$ cat config.mk
export PLATFORM = sky130hd
export DESIGN_NAME = board_draw_sequencer
export DESIGN_NICKNAME = d
export VERILOG_FILES = /design/src/rtl/board_draw_pkg.sv /design/src/rtl/board_draw_sequencer_raster_counter.sv /design/src/rtl/board_draw_sequencer.sv
export SDC_FILE = /design/constraint.sdc
export NUM_CORES = 1
export LEC_CHECK = 0
export CAP_MARGIN = 10
export CORE_MARGIN = 2
export CORE_UTILIZATION = 35
export DETAILED_ROUTE_END_ITERATION = 7
export GPL_ROUTABILITY_DRIVEN = 0
export MAX_ROUTING_LAYER = met4
export SLEW_MARGIN = 20
export SYNTH_ARGS = -nofsm -noshare
export SYNTH_HDL_FRONTEND = slang
export SYNTH_HIERARCHICAL = 1
export SYNTH_SLANG_ARGS = --single-unit
$ cat constraint.sdc
create_clock -name clk_i -period 59.4 [get_ports clk_i]
set_input_delay 8.91 -clock clk_i [delete_from_list [all_inputs] [get_ports clk_i]]
set_output_delay 8.91 -clock clk_i [all_outputs]
set_load 0.03 [all_outputs]
$ cat src/rtl/board_draw_pkg.sv
// Shared types and board geometry for the board draw sequencer.
package board_draw_pkg;

  localparam int unsigned BOARD_ROWS = 10;
  localparam int unsigned BOARD_COLS = 40;
  localparam int unsigned FB_COORD_W = 11;
  localparam int unsigned CELL_COL_W = 6;
  localparam int unsigned CELL_ROW_W = 4;
  localparam int unsigned PIX_CNT_W  = 4;

  typedef enum logic [1:0] {
    IDLE,
    CLEAR,
    DRAW,
    FINISH
  } state_e;

endpackage

$ cat src/rtl/board_draw_sequencer_raster_counter.sv
// Two-dimensional nested counter: x runs 0..x_lim_i inner, y runs 0..y_lim_i outer.
module raster_counter #(
  parameter int unsigned XW = 8,
  parameter int unsigned YW = 8
) (
  input  logic          clk_i,
  input  logic          reset_i,
  input  logic          en_i,
  input  logic [XW-1:0] x_lim_i,
  input  logic [YW-1:0] y_lim_i,
  output logic [XW-1:0] x_o,
  output logic [YW-1:0] y_o,
  output logic          last_o
);

  logic [XW-1:0] x_q, x_d;
  logic [YW-1:0] y_q, y_d;
  logic          x_wrap;

  assign x_wrap = (x_q == x_lim_i);
  assign last_o = x_wrap && (y_q == y_lim_i);
  assign x_o    = x_q;
  assign y_o    = y_q;

  // After the final position both axes return to zero, ready for the next pass.
  always_comb begin
    x_d = x_q;
    y_d = y_q;
    if (en_i) begin
      if (x_wrap) begin
        x_d = '0;
        y_d = (y_q == y_lim_i) ? '0 : y_q + YW'(1);
      end else begin
        x_d = x_q + XW'(1);
      end
    end
  end

  always_ff @(posedge clk_i) begin
    if (reset_i) begin
      x_q <= '0;
      y_q <= '0;
    end else begin
      x_q <= x_d;
      y_q <= y_d;
    end
  end

endmodule

$ cat src/rtl/board_draw_sequencer.sv
// Sequences framebuffer writes for a full-screen clear or a snapshot draw of the game board.
module board_draw_sequencer
  import board_draw_pkg::*;
#(
  parameter int unsigned CELL_PX  = 16,
  parameter int unsigned X0       = 0,
  parameter int unsigned Y0       = 0,
  parameter int unsigned SCREEN_W = 640,
  parameter int unsigned SCREEN_H = 480
) (
  input  logic                  clk_i,
  input  logic                  reset_i,
  input  logic [BOARD_COLS-1:0] data_in_i [BOARD_ROWS-1:0],
  input  logic                  draw_req_i,
  input  logic                  clear_req_i,
  output logic [FB_COORD_W-1:0] pix_x_o,
  output logic [FB_COORD_W-1:0] pix_y_o,
  output logic                  pix_color_o,
  output logic                  pix_write_o,
  output logic                  busy_o,
  output logic                  done_o
);

  state_e                state_q;
  logic                  clear_pend_q, draw_pend_q, last_q;
  logic [BOARD_COLS-1:0] snap_q [BOARD_ROWS-1:0];
  logic [FB_COORD_W-1:0] pix_x_q, pix_y_q;
  logic                  pix_color_q, pix_write_q, busy_q, done_q;

  logic [FB_COORD_W-1:0] clr_x, clr_y;
  logic                  clr_last;
  logic [CELL_COL_W-1:0] cell_c;
  logic [CELL_ROW_W-1:0] cell_r;
  logic                  cell_last;
  logic [PIX_CNT_W-1:0]  px, py;
  logic                  px_last;

  logic                  clear_go, draw_go, clear_step, draw_step, cell_step;
  logic                  cell_bit, draw_last;
  logic [FB_COORD_W-1:0] draw_x, draw_y;

  // A step loads the counters' current position into the output registers and advances them.
  assign clear_go   = (state_q == IDLE) && (clear_pend_q || clear_req_i);
  assign draw_go    = (state_q == IDLE) && !clear_go && (draw_pend_q || draw_req_i);
  assign clear_step = clear_go || ((state_q == CLEAR) && !last_q);
  assign draw_step  = draw_go || ((state_q == DRAW) && !last_q);
  assign cell_step  = draw_step && px_last;
  assign draw_last  = cell_last && px_last;

  assign draw_x = FB_COORD_W'(X0 + 32'(cell_c) * CELL_PX + 32'(px));
  assign draw_y = FB_COORD_W'(Y0 + 32'(cell_r) * CELL_PX + 32'(py));

  // The first cell is emitted on the dispatch edge, before the snapshot register holds the board.
  assign cell_bit = draw_go ? data_in_i[cell_r][cell_c] : snap_q[cell_r][cell_c];

  raster_counter #(.XW(FB_COORD_W), .YW(FB_COORD_W)) u_clear_cnt (
    .clk_i   (clk_i),
    .reset_i (reset_i),
    .en_i    (clear_step),
    .x_lim_i (FB_COORD_W'(SCREEN_W - 1)),
    .y_lim_i (FB_COORD_W'(SCREEN_H - 1)),
    .x_o     (clr_x),
    .y_o     (clr_y),
    .last_o  (clr_last)
  );

  raster_counter #(.XW(CELL_COL_W), .YW(CELL_ROW_W)) u_cell_cnt (
    .clk_i   (clk_i),
    .reset_i (reset_i),
    .en_i    (cell_step),
    .x_lim_i (CELL_COL_W'(BOARD_COLS - 1)),
    .y_lim_i (CELL_ROW_W'(BOARD_ROWS - 1)),
    .x_o     (cell_c),
    .y_o     (cell_r),
    .last_o  (cell_last)
  );

  raster_counter #(.XW(PIX_CNT_W), .YW(PIX_CNT_W)) u_pix_cnt (
    .clk_i   (clk_i),
    .reset_i (reset_i),
    .en_i    (draw_step),
    .x_lim_i (PIX_CNT_W'(CELL_PX - 1)),
    .y_lim_i (PIX_CNT_W'(CELL_PX - 1)),
    .x_o     (px),
    .y_o     (py),
    .last_o  (px_last)
  );

  always_ff @(posedge clk_i) begin
    if (draw_go) begin
      snap_q <= data_in_i;
    end
  end

  always_ff @(posedge clk_i) begin
    if (reset_i) begin
      state_q      <= IDLE;
      clear_pend_q <= 1'b0;
      draw_pend_q  <= 1'b0;
      last_q       <= 1'b0;
      pix_x_q      <= '0;
      pix_y_q      <= '0;
      pix_color_q  <= 1'b0;
      pix_write_q  <= 1'b0;
      busy_q       <= 1'b0;
      done_q       <= 1'b0;
    end else begin
      done_q       <= 1'b0;
      clear_pend_q <= clear_pend_q | clear_req_i;
      draw_pend_q  <= draw_pend_q | draw_req_i;

      case (state_q)
        IDLE: begin
          if (clear_go) begin
            state_q      <= CLEAR;
            clear_pend_q <= 1'b0;
          end else if (draw_go) begin
            state_q     <= DRAW;
            draw_pend_q <= 1'b0;
          end
        end
        CLEAR, DRAW: begin
          if (last_q) begin
            state_q <= FINISH;
            done_q  <= 1'b1;
          end
        end
        FINISH:  state_q <= IDLE;
        default: state_q <= IDLE;
      endcase

      // last_q marks that the write now on the outputs is the final one of the operation.
      if (clear_step) begin
        pix_x_q     <= clr_x;
        pix_y_q     <= clr_y;
        pix_color_q <= 1'b0;
        pix_write_q <= 1'b1;
        busy_q      <= 1'b1;
        last_q      <= clr_last;
      end else if (draw_step) begin
        pix_x_q     <= draw_x;
        pix_y_q     <= draw_y;
        pix_color_q <= cell_bit;
        pix_write_q <= 1'b1;
        busy_q      <= 1'b1;
        last_q      <= draw_last;
      end else begin
        pix_write_q <= 1'b0;
        busy_q      <= 1'b0;
      end
    end
  end

  assign pix_x_o     = pix_x_q;
  assign pix_y_o     = pix_y_q;
  assign pix_color_o = pix_color_q;
  assign pix_write_o = pix_write_q;
  assign busy_o      = busy_q;
  assign done_o      = done_q;

endmodule

==> impl_metrics.env, run 1 <==
export IMPL_ys_ff_latch=470
export IMPL_gr_total_overflow=0
export IMPL_viasPerCell=5.49
export IMPL_yosysUniqueCellTypes=90
export IMPL_clk_pin_slew_ns=0.06
export IMPL_clockBufferDepth=3
export IMPL_die_h_um=259
export IMPL_fp_dieW_um=259
export IMPL_multiInputGateArea_um2=8700
export IMPL_maxCapViolations=0
export IMPL_synth_top_area_share_pct=52.8
export IMPL_cp_slowest_stage_delay_ns=0.95
export IMPL_cp_slowest_cell="buf_4"
export IMPL_post_route_period_util_pct=20.8
export IMPL_worst_pin_slew_ns=1.09
export IMPL_placed_area_um2=27800
export IMPL_numPlacedInstances=2685
export IMPL_switchingPower_mw=0.257
export IMPL_drive_above_1_share_pct=17.2
export IMPL_antenna_found_initial=31
export IMPL_drtPass1Iterations=5
export IMPL_crit_type="in2reg"
export IMPL_synth_edf_count=400
export IMPL_grt_use_total_pct=22.8
export IMPL_cts_resized=0
export IMPL_grt_pass1_vias=15800
export IMPL_synth_area_leader_cell="edfxtp_1"
export IMPL_crit_buf_inv=4
export IMPL_ir_drop_mv=0.0193
export IMPL_cts_setup_buffers=0
export IMPL_final_cell_mix="clkdlybuf4s50_1 (428), edfxtp_1 (400), mux4_2 (175)"
export IMPL_power_density_nw_per_um2=32.1
export IMPL_synth_area_per_cell_um2=15.8
export IMPL_p_int_mw=0.693
export IMPL_num_nets_final=2297
export IMPL_drt_iter0_drc=1305
export IMPL_crit_family="buffers and inverters"
export IMPL_start_kind="input port"
export IMPL_htree_levels=2
export IMPL_final_area_um2=29600
export IMPL_rsz0062_at_grt="no"
export IMPL_syn_cell_area_um2=22800
export IMPL_syn_inst=1438
export IMPL_cts_made_buffers=52
export IMPL_fin_cells=2813
export IMPL_drcViolationCount=0
export IMPL_switching_share_pct=27.0
export IMPL_async_flop_share_pct=0
export IMPL_synthFlopType="edfxtp_1"
export IMPL_ys_seq_area_share_pct=59.0
export IMPL_coreArea_um2=64300
export IMPL_fmax_mhz=80.9
export IMPL_cts_tree="done"
export IMPL_comb_power_share_pct=18.0
export IMPL_post_dp_hpwl_um=55100
export IMPL_setup_viol=0
export IMPL_finalSetupTns_ns=0
export IMPL_worstSkewPairLatency_ns=0.63
export IMPL_clkSinkCount=470
export IMPL_arrival_ns=12.61
export IMPL_yosysWarnings=6
export IMPL_clock_skew_ns=0.0349
export IMPL_layout_commonest_cell="clkdlybuf4s50_1"
export IMPL_placementRows=93
export IMPL_required_ns=59.66
export IMPL_p_seq_share_pct=47.3
export IMPL_wire_per_inst_um=26.8
export IMPL_io_pins=430
export IMPL_critPathMaxFanout=81
export IMPL_worstSetupEndpointType="flip-flop"
export IMPL_worstPathCellList="clkdlybuf4s50_1 > or3b_2 > nor2_4 > buf_4 > buf_4 > buf_4"
export IMPL_fin_crit_ns=12.35
export IMPL_initial_utilization_pct=35.4
export IMPL_p_leak_nw=9.47
export IMPL_dieArea_um2=67100
export IMPL_area_growth_pct=30.2
export IMPL_cts_hold_buf=0
export IMPL_synthTopCellsByArea="edfxtp_1 (53%), mux4_2 (17%), dfxtp_1 (6.2%)"
export IMPL_grt_start_max_net_pins=111
export IMPL_seq_area_um2=13400
export IMPL_hold_viol_final=0
export IMPL_fillCellCount=5608
export IMPL_cp_common_cell="buf_4"
export IMPL_routed_wl_um=75400
export IMPL_place_port_buffers=429
export IMPL_cts_root_buf="clkbuf_16"
export IMPL_hold_class="reg2reg"
export IMPL_status="finished, final reports clean"
export IMPL_relSlewSlack_pct=27.3
export IMPL_ant_nets=0
export IMPL_grt_pass1_wl_um=107000
export IMPL_power_frac_clock_pct=34.7
export IMPL_finalMaxSlewViolations=0
export IMPL_num_vias=15500
-- synthesized netlist by cell type (8+ instances only) --
cell type,n
and3_1,12
mux2_2,19
a32oi_1,9
nor2_1,72
buf_6,15
a21oi_1,27
a311oi_1,21
nor3_1,22
buf_4,26
xnor2_1,22
xor2_1,35
dfxtp_1,70
mux2i_1,41
o22ai_1,17
a22oi_1,20
edfxtp_1,400
buf_2,23
nand4_1,18
nand2_1,95
o211ai_1,8
nand2b_1,12
nor4_1,9
clkbuf_1,27
ha_1,9
nand3_1,30
a211oi_1,8
o21ai_0,24
a31oi_1,8
inv_1,23
mux4_2,175
nor2b_1,11
-- per-layer routing --
layer | vias to the layer above | share of wire [%] | global-route usage (%)
li1 | 6796 | - | -
met1 | 7811 | 39 | 28.2
met2 | 730 | 49 | 36.0
met3 | 118 | 9.6 | 5.98
met4 | 0 | 3.0 | 8.37
met5 | - | 0 | -
-- power by group through the flow --
stage | logic [mW] | registers [mW] | clock network [mW]
2_1_floorplan | 0.0873 | 0.505 | 0
3_3_place_gp | 0.167 | 0.453 | 0
3_5_place_dp | 0.171 | 0.457 | 0
4_1_cts | 0.171 | 0.450 | 0.335
5_1_grt | 0.184 | 0.454 | 0.347
6_report | 0.171 | 0.450 | 0.330
-- worst paths after layout --
check | start | endpoint | slack, ns | cells after the start
worst max-delay path | clear_req_i | snap_q[289] | 47.05 | 6
worst min-delay path | pix_y_o[9] | pix_y_o[9] | 0.47 | 2
worst min register to register | pix_y_o[9] | pix_y_o[9] | 0.47 | 2
worst max register to register | u_cell_cnt/y_o[0] | pix_color_o | 54.56 | 10
-- registers in the layout, summed over array words and instances, names as in the netlist, 2 cells and up --
signal,flops
u_pix_cnt/y_o,4
state_q,2
u_cell_cnt/y_o,4
u_pix_cnt/x_o,4
u_cell_cnt/x_o,6
pix_x_o,11
pix_y_o,11
u_clear_cnt/x_o,11
snap_q,400
u_clear_cnt/y_o,11
-- layout make-up --
class | instances | share of cell area (%)
repair buffers | 455 | 15.2
clock inverters | 32 | 1.26
clock buffers | 64 | 4.61
multi-input cells | 881 | 29.4
diodes | 32 | 0.270
flip-flops and latches | 470 | 45.3
inverters | 24 | 0.304
well taps | 855 | 3.61
-- tightest hold or removal path, cell delays in order, from the launching register on --
cell	delay (ns)
dfxtp_1	0.31
nand3_1	0.06
a21oi_1	0.05
-- logic make-up (layout without fill, tap and decap cells) --
group	Yosys count	count (layout)	share of synthesized area [%]
other	2	72	0.0330
XOR/XNOR	58	58	2.27
adder cells (fa/ha/maj)	9	9	0.495
AO/OA/AOI/OAI	209	209	6.79
flip-flops	470	470	59.0
AND/OR/NAND/NOR	323	323	7.10
buffers and inverters	125	575	3.54
multiplexers	242	242	20.8
-- per-stage QoR --
| stage | power, mW | hold WS (ns) | setup WS, ns | util [%] |
|---|---|---|---|---|
| 2_1_floorplan | 0.592 | 0.468 | 29.12 | - |
| 3_3_place_gp | 0.621 | 0.456 | 46.24 | 43.2 |
| 3_5_place_dp | 0.627 | 0.465 | 46.13 | 43.2 |
| 4_1_cts | 0.956 | 0.473 | 46.80 | 45.9 |
| 5_1_grt | 0.985 | 0.490 | 46.81 | 46.0 |
| 6_report | 0.950 | 0.469 | 47.05 | 46.0 |
(Power assumes the default switching activity.)
==> inputs of run 2 (changes only) <==
==> constraint.sdc (replaced) <==
create_clock -name clk_i -period 11 [get_ports clk_i]
set_input_delay 1.65 -clock clk_i [delete_from_list [all_inputs] [get_ports clk_i]]
set_output_delay 1.65 -clock clk_i [all_outputs]
set_load 0.03 [all_outputs]
==> impl_metrics.env, run 2 (same netlist as run 1, synthesis figures left out) <==
export IMPL_met1Wirelength_um=31100
export IMPL_required_ns=11.24
export IMPL_layout_commonest_cell="clkdlybuf4s50_1"
export IMPL_num_vias=15500
export IMPL_grt_use_total_pct=22.9
export IMPL_p_leak_nw=9.49
export IMPL_worstHoldPathCells=2
export IMPL_worstPathCellList="clkdlybuf4s50_1 > or3b_2 > nor2_4 > buf_12 > buf_16 > buf_12"
export IMPL_worst_pin_slew_ns=1.02
export IMPL_finalMaxSlewViolations=0
export IMPL_fin_crit_ns=5.17
export IMPL_viasPerCell=5.53
export IMPL_rsz0062_at_grt="no"
export IMPL_die_h_um=259
export IMPL_cts_hold_buf=0
export IMPL_cts_setup_buffers=0
export IMPL_cts_tree="done"
export IMPL_seq_area_um2=13400
export IMPL_finalSetupTns_ns=0
export IMPL_initial_utilization_pct=35.4
export IMPL_fmax_mhz=193
export IMPL_largest_register="snap_q"
export IMPL_crit_family="buffers and inverters"
export IMPL_placementRows=93
export IMPL_grt_pass1_wl_um=108000
export IMPL_place_port_buffers=429
export IMPL_cts_root_buf="clkbuf_16"
export IMPL_setup_viol=0
export IMPL_final_cell_mix="clkdlybuf4s50_1 (428), edfxtp_1 (400), mux4_2 (175)"
export IMPL_worstSetupEndpointType="flip-flop"
export IMPL_clkSinkCount=470
export IMPL_hold_class="reg2reg"
export IMPL_io_pins=430
export IMPL_top_layer="met4"
export IMPL_drtPass1Iterations=6
export IMPL_gr_total_overflow=0
export IMPL_pre_cts_slack_ns=5.40
export IMPL_drt_iter0_drc=1531
export IMPL_grt_start_max_net_pins=211
export IMPL_cp_slowest_cell="nor2_4"
export IMPL_cp_slowest_stage_delay_ns=0.78
export IMPL_coreArea_um2=64300
export IMPL_ir_drop_mv=0.111
export IMPL_drive_above_1_share_pct=17.5
export IMPL_clock_skew_ns=0.0209
export IMPL_num_nets_final=2296
export IMPL_status="finished, final reports clean"
export IMPL_power_density_nw_per_um2=174
export IMPL_fp_dieW_um=259
export IMPL_cp_common_cell="buf_12"
export IMPL_start_kind="input port"
export IMPL_drcViolationCount=0
export IMPL_r2r_cells=9
export IMPL_htree_levels=2
export IMPL_maxCapViolations=0
export IMPL_antenna_found_initial=22
export IMPL_crit_buf_inv=4
export IMPL_wire_per_inst_um=27.0
export IMPL_post_route_period_util_pct=47.0
export IMPL_min_to="pix_y_o[10]"
export IMPL_clockBufferDepth=3
export IMPL_routed_wl_um=75500
export IMPL_dieArea_um2=67100
export IMPL_cts_made_buffers=51
export IMPL_wl_met2_um=37600
export IMPL_area_growth_pct=30.1
export IMPL_reg2reg_from="u_cell_cnt/x_o[0]"
export IMPL_hold_viol_final=0
export IMPL_post_dp_hpwl_um=55200
export IMPL_final_setup_worst_slack_ns=5.83
export IMPL_hp_start="pix_y_o[10]"
export IMPL_ant_nets=0
export IMPL_largest_reg_flops=400
export IMPL_arrival_ns=5.41
export IMPL_critPathMaxFanout=164
export IMPL_wl_met3_um=5370
export IMPL_grt_pass1_vias=15900
export IMPL_multiInputGateArea_um2=8690
export IMPL_rr_endpoint="pix_color_o"
export IMPL_clk_pin_slew_ns=0.06
export IMPL_relSlewSlack_pct=31.9
export IMPL_rrSetupSlack_ns=6.40
export IMPL_cts_resized=0
export IMPL_crit_type="in2reg"
export IMPL_fillCellCount=5607
export IMPL_worstSkewPairLatency_ns=0.62
run 2: cell types whose count changed in the layout (fill, tap and decap cells not counted), sizes merged:
cell,delta
clkbuf,+1
clkinv,-5
diode,-10
bufinv,-1
inv,+4
run 2: routing by layer:
metal	global-route usage, %	up-vias
met1	29.2	7961
li1	-	6784
met3	4.68	91
met4	5.62	0
met5	-	-
met2	37.3	647
run 2: worst max-delay path by stage:
stage / startpoint / end / slack (ns) / cells past startpoint
2_1_floorplan: clear_req_i / u_cell_cnt/x_o[5] / 0.72 / 11
3_5_place_dp: clear_req_i / snap_q[264] / 5.40 / 5
5_1_grt: clear_req_i / u_cell_cnt/y_o[3] / 5.71 / 10
6_report: clear_req_i / snap_q[229] / 5.83 / 6
4_1_cts: clear_req_i / snap_q[311] / 6.06 / 5
3_3_place_gp: clear_req_i / u_cell_cnt/x_o[5] / 5.51 / 11
run 2: where the power goes:
| group | total [mW] | switching (mW) | internal [mW] |
|---|---|---|---|
| sequential | 2.43 | 0.0985 | 2.33 |
| clock | 1.78 | 0.751 | 1.03 |
| combinational | 0.929 | 0.542 | 0.387 |
| total | 5.14 | 1.39 | 3.75 |
run 2: worst register-to-register path, cell delays in order, from the launching register on:
cell and delay (ns):
dfxtp_4 0.67, buf_4 0.62, buf_4 0.64, nor2b_2 0.91, a221oi_1 0.28, a2111oi_0 0.63
a41o_1 0.34, or3_1 0.17, nand4_1 0.09, o21ai_1 0.17
run 2: cell type report:
cell class,count,area share [%]
timing repair buffer,455,15.3
clock inverter,30,1.09
antenna,22,0.186
inverter,24,0.304
sequential,470,45.4
clock buffer,65,4.75
tap,855,3.61
multi-input combinational,881,29.4
run 2: through the flow:
step / area [µm²] / hold WS [ns] / power, mW / util (%) / instances
floorplan: 22900 / 0.468 / 3.03 / - / 1476
global placement: 27800 / 0.457 / 3.35 / 43.2 / 2684
detailed placement: 27800 / 0.467 / 3.39 / 43.2 / 2684
CTS: 29500 / 0.476 / 5.16 / 45.9 / 2779
global route: 29600 / 0.510 / 5.33 / 46.0 / 2801
finish: 29600 / 0.472 / 5.14 / 46.0 / 2802
==> inputs of run 3 (changes only) <==
==> constraint.sdc (replaced) <==
create_clock -name clk_i -period 4.99 [get_ports clk_i]
set_input_delay 0.7485 -clock clk_i [delete_from_list [all_inputs] [get_ports clk_i]]
set_output_delay 0.7485 -clock clk_i [all_outputs]
set_load 0.03 [all_outputs]
==> impl_metrics.env, run 3 (same netlist as run 1, synthesis figures left out) <==
export IMPL_clkSinkCount=470
export IMPL_worstSkewPairLatency_ns=0.63
export IMPL_cts_resized=0
export IMPL_post_dp_hpwl_um=57500
export IMPL_grt_use_total_pct=23.5
export IMPL_wire_per_inst_um=27.2
export IMPL_htree_levels=2
export IMPL_arrival_ns=4.35
export IMPL_drt_iter0_drc=1528
export IMPL_final_cell_mix="clkdlybuf4s50_1 (428), edfxtp_1 (400), mux4_2 (175)"
export IMPL_finalMaxSlewViolations=0
export IMPL_num_nets_final=2310
export IMPL_seq_area_um2=13400
export IMPL_critPathMaxFanout=41
export IMPL_p_leak_nw=9.58
export IMPL_worst_pin_slew_ns=0.970
export IMPL_fp_dieW_um=259
export IMPL_relSlewSlack_pct=35.4
export IMPL_largest_register="snap_q"
export IMPL_drive_above_1_share_pct=18.1
export IMPL_cp_slowest_cell="dfxtp_4"
export IMPL_crit_type="reg2reg"
export IMPL_multiInputGateArea_um2=8730
export IMPL_final_setup_worst_slack_ns=1.13
export IMPL_cts_setup_buffers=0
export IMPL_r2r_cells=9
export IMPL_routed_wl_um=76900
export IMPL_antenna_found_initial=26
export IMPL_fin_crit_ns=3.86
export IMPL_post_route_period_util_pct=77.4
export IMPL_clockBufferDepth=3
export IMPL_initial_utilization_pct=35.4
export IMPL_cts_root_buf="clkbuf_16"
export IMPL_dieArea_um2=67100
export IMPL_cts_made_buffers=52
export IMPL_drtPass1Iterations=5
export IMPL_die_h_um=259
export IMPL_drcViolationCount=0
export IMPL_cp_slowest_stage_delay_ns=0.68
export IMPL_fillCellCount=5605
export IMPL_total_power_mw=11.5
export IMPL_hold_viol_final=0
export IMPL_gr_total_overflow=0
export IMPL_layout_commonest_cell="clkdlybuf4s50_1"
export IMPL_status="finished, final reports clean"
export IMPL_cts_tree="done"
export IMPL_reg2reg_from="u_cell_cnt/x_o[0]"
export IMPL_hold_class="reg2reg"
export IMPL_worstSetupEndpointType="flip-flop"
export IMPL_largest_reg_flops=400
export IMPL_clock_skew_ns=0.0383
export IMPL_placementRows=93
export IMPL_worstPathCellList="buf_4 > mux4_2 > mux2i_1 > nor2_1 > o311ai_0 > nor3_1 > or4_1 > a21oi_1 > o21ai_1"
export IMPL_grt_pass1_wl_um=111000
export IMPL_coreArea_um2=64300
export IMPL_rrSetupSlack_ns=1.13
export IMPL_rsz0062_at_grt="no"
export IMPL_pre_cts_slack_ns=1.14
export IMPL_cp_startpoint="u_cell_cnt/x_o[0]"
export IMPL_clk_pin_slew_ns=0.06
export IMPL_cts_hold_buf=0
export IMPL_num_vias=15400
export IMPL_viasPerCell=5.46
export IMPL_ant_nets=0
export IMPL_place_port_buffers=429
export IMPL_crit_buf_inv=1
export IMPL_required_ns=5.48
export IMPL_crit_end="pix_color_o"
export IMPL_setup_viol=0
export IMPL_fmax_mhz=259
export IMPL_grt_pass1_vias=16100
export IMPL_power_density_nw_per_um2=385
export IMPL_cp_num_cells=9
export IMPL_area_growth_pct=31.0
export IMPL_start_kind="flip-flop"
export IMPL_maxCapViolations=0
export IMPL_grt_start_max_net_pins=166
export IMPL_ir_drop_mv=0.230
export IMPL_io_pins=430
export IMPL_crit_family="multiplexers"
export IMPL_rr_endpoint="pix_color_o"
[run 3: final cells by class]
type                       instances  share of cell area [%]
tap                              855                    3.59
inverter                          24                   0.302
multi-input combinational        881                    29.3
sequential                       470                    45.1
clock buffer                      64                    4.62
antenna                           28                   0.235
clock inverter                    33                    1.31
timing repair buffer             468                    15.6
[run 3: worst reg2reg max path: stages (launching register included)]
cell,delay [ns]
dfxtp_4,0.68
buf_4,0.65
mux4_2,0.61
mux2i_1,0.43
nor2_1,0.13
o311ai_0,0.35
nor3_1,0.12
or4_1,0.51
a21oi_1,0.19
o21ai_1,0.09
[run 3: worst min path at each step]
stage                        endpoint  depth (start not counted)         from  slack, ns
after global placement    pix_x_o[10]                          2  pix_x_o[10]       0.45
after CTS                 pix_y_o[10]                          2  pix_y_o[10]       0.47
after global routing      pix_y_o[10]                          2  pix_y_o[10]       0.49
after detailed placement  pix_y_o[10]                          2  pix_y_o[10]       0.46
final                     pix_y_o[10]                          2  pix_y_o[10]       0.47
after floorplan                done_o                          2       last_q       0.47
[run 3: where the power goes]
group	internal (mW)	switching, mW	total, mW
combinational	0.861	1.24	2.10
sequential	5.14	0.218	5.36
clock	2.34	1.66	4.00
total	8.34	3.12	11.5
[run 3: metrics by stage]
stage | std cells | hold slack [ns] | setup TNS (ns) | util (%) | instance area [µm²]
6_report | 2823 | 0.467 | 0 | 46.3 | 29800
5_1_grt | 2819 | 0.491 | 0 | 46.3 | 29800
4_1_cts | 2795 | 0.469 | 0 | 46.2 | 29700
3_5_place_dp | 2698 | 0.456 | 0 | 43.4 | 28000
3_3_place_gp | 2697 | 0.455 | 0 | 43.4 | 27900
2_1_floorplan | 1476 | 0.471 | -1170.96 | - | 22900
[run 3: layer usage]
metal  part of all wire, %  vias up  track usage [%]
met1                    41     7883             30.0
met3                   7.8      102             5.40
met4                   2.2        0             6.13
li1                      -     6818                -
met2                    49      610             37.9
met5                     0        -                -
==> patch, RTL diff (config.mk and constraints of run 2) <==
Re-encode `state_e` (4 states) as one-hot, 4 bits wide.
--- a/src/rtl/board_draw_pkg.sv
+++ b/src/rtl/board_draw_pkg.sv
@@ -9,9 +9,9 @@
   localparam int unsigned PIX_CNT_W  = 4;
 
-  typedef enum logic [1:0] {
-    IDLE,
-    CLEAR,
-    DRAW,
-    FINISH
+  typedef enum logic [3:0] {
+    IDLE   = 4'b0001,
+    CLEAR  = 4'b0010,
+    DRAW   = 4'b0100,
+    FINISH = 4'b1000
   } state_e;
 
Check against the original RTL: no difference found for any inputs over 4 cycles, from zero or initial values and one cycle with reset_i high; so few cycles prove little.
==> patch against run 2 <==
  * Design area grew 0.13%
  * Sequential cell count rose by 2
  * Wire length decreased by 9.0%
  * Sequential power is 9.5% lower
  * Critical endpoint is now snap_q[33]
  * Utilization about the same
  * Critical path depth rose by 1
  * Worst setup slack gained 0.72 ns
  * Synthesized area is 0.15% higher
  * Power decreased by 12%
==> patch: results (changes against run 2) <==
STA
  • Fin crit share: 0.405 (was 0.470)

Synthesis
  • Post-Synth Adder-Cell Area: 0.00329 (was 0.00495)
  • Mux cell area share after synthesis: 0.238 (was 0.208)
  • Number of library cell types mapped by synthesis: 79 (was 90)
  • Post-Synth XOR/XNOR Area: 0.0230 (was 0.0227)
  • Area contributors post-synth: edfxtp_1 (53%), mux4_2 (16%), dfxtp_1 (6.3%) (was edfxtp_1 (53%), mux4_2 (17%), dfxtp_1 (6.2%))
  • Compound-Gate Fraction of Synth Area: 0.0557 (was 0.0679)
  • Synth top cells by count: edfxtp_1 (400), mux4_2 (158), mux2i_1 (83) (was edfxtp_1 (400), mux4_2 (175), nand2_1 (95))

Global routing
  • Gr usage total: 0.208 (was 0.229)
  • First-pass GRT wire length: 100000 um (was 108000 um)
  • Vias in the first global route: 15400 (was 15900)

Worst setup path
  • Max incr delay on CP: 0.85 ns (was 0.78 ns)
  • Reg2reg start: u_cell_cnt/y_o[0] (was u_cell_cnt/x_o[0])
  • Critical Path AT: 4.67 ns (was 5.41 ns)
  • CP Capture Point: snap_q[33] (was snap_q[229])
  • Crit path max fanout: 137 (was 164)
  • Flop-to-flop setup slack: 6.68 ns (was 6.40 ns)

Layout
  • Layout cells sized above 1: 0.156 (was 0.175)
  • Layout net count: 2219 (was 2296)
  • Fillers: 5697 (was 5607)

Power and ir drop
  • Leak Pwr: 9.38 nW (was 9.49 nW)
  • Total combinational power: 0.000558 W (was 0.000929 W)
  • Power share of the clock group: 0.392 (was 0.347)
  • Max VDD drop: 0.000114 V (was 0.000111 V)
  • Internal Power: 0.00348 W (was 0.00375 W)

Clock network
  • Clk_lat worst skew: 0.60 ns (was 0.62 ns)

Place
  • Setup WS pre-CTS: 6.15 ns (was 5.40 ns)
  • Post-DP Area: 27800 sq um (about the same)

Routing
  • Drt first pass iters: 7 (was 6)
  • Drt via density: 5.31 (was 5.53)

Hold path
  • Hold Crit Endpoint: pix_y_o[9] (was pix_y_o[10])

Run status
  • Status: finished clean (unchanged)
patch: worst reg2reg max path: cells and delay by family, from the launching register on:
kind	cells	cell delay, ns
mux	1	0.68
flops	1	0.52
buf+inv	2	1.58
compound gates	5	0.83
simple gates	1	0.60
patch: cell type report:
type | instances | area, sq um | share of cell area
multi-input combinational | 815 | 8750 | 0.295
timing repair buffer | 447 | 4480 | 0.151
clock buffer | 77 | 1500 | 0.0505
clock inverter | 20 | 231 | 0.00781
antenna | 24 | 60.1 | 0.00203
tap | 855 | 1070 | 0.0361
inverter | 19 | 71.3 | 0.00241
sequential | 472 | 13500 | 0.455
patch: layer usage:
layer / track usage / share of wire / vias up
met2: 0.350 / 0.51 / 499
met3: 0.0461 / 0.069 / 98
met1: 0.243 / 0.39 / 7338
met4: 0.0811 / 0.030 / 0
met5: - / 0 / -
li1: - / - / 6552
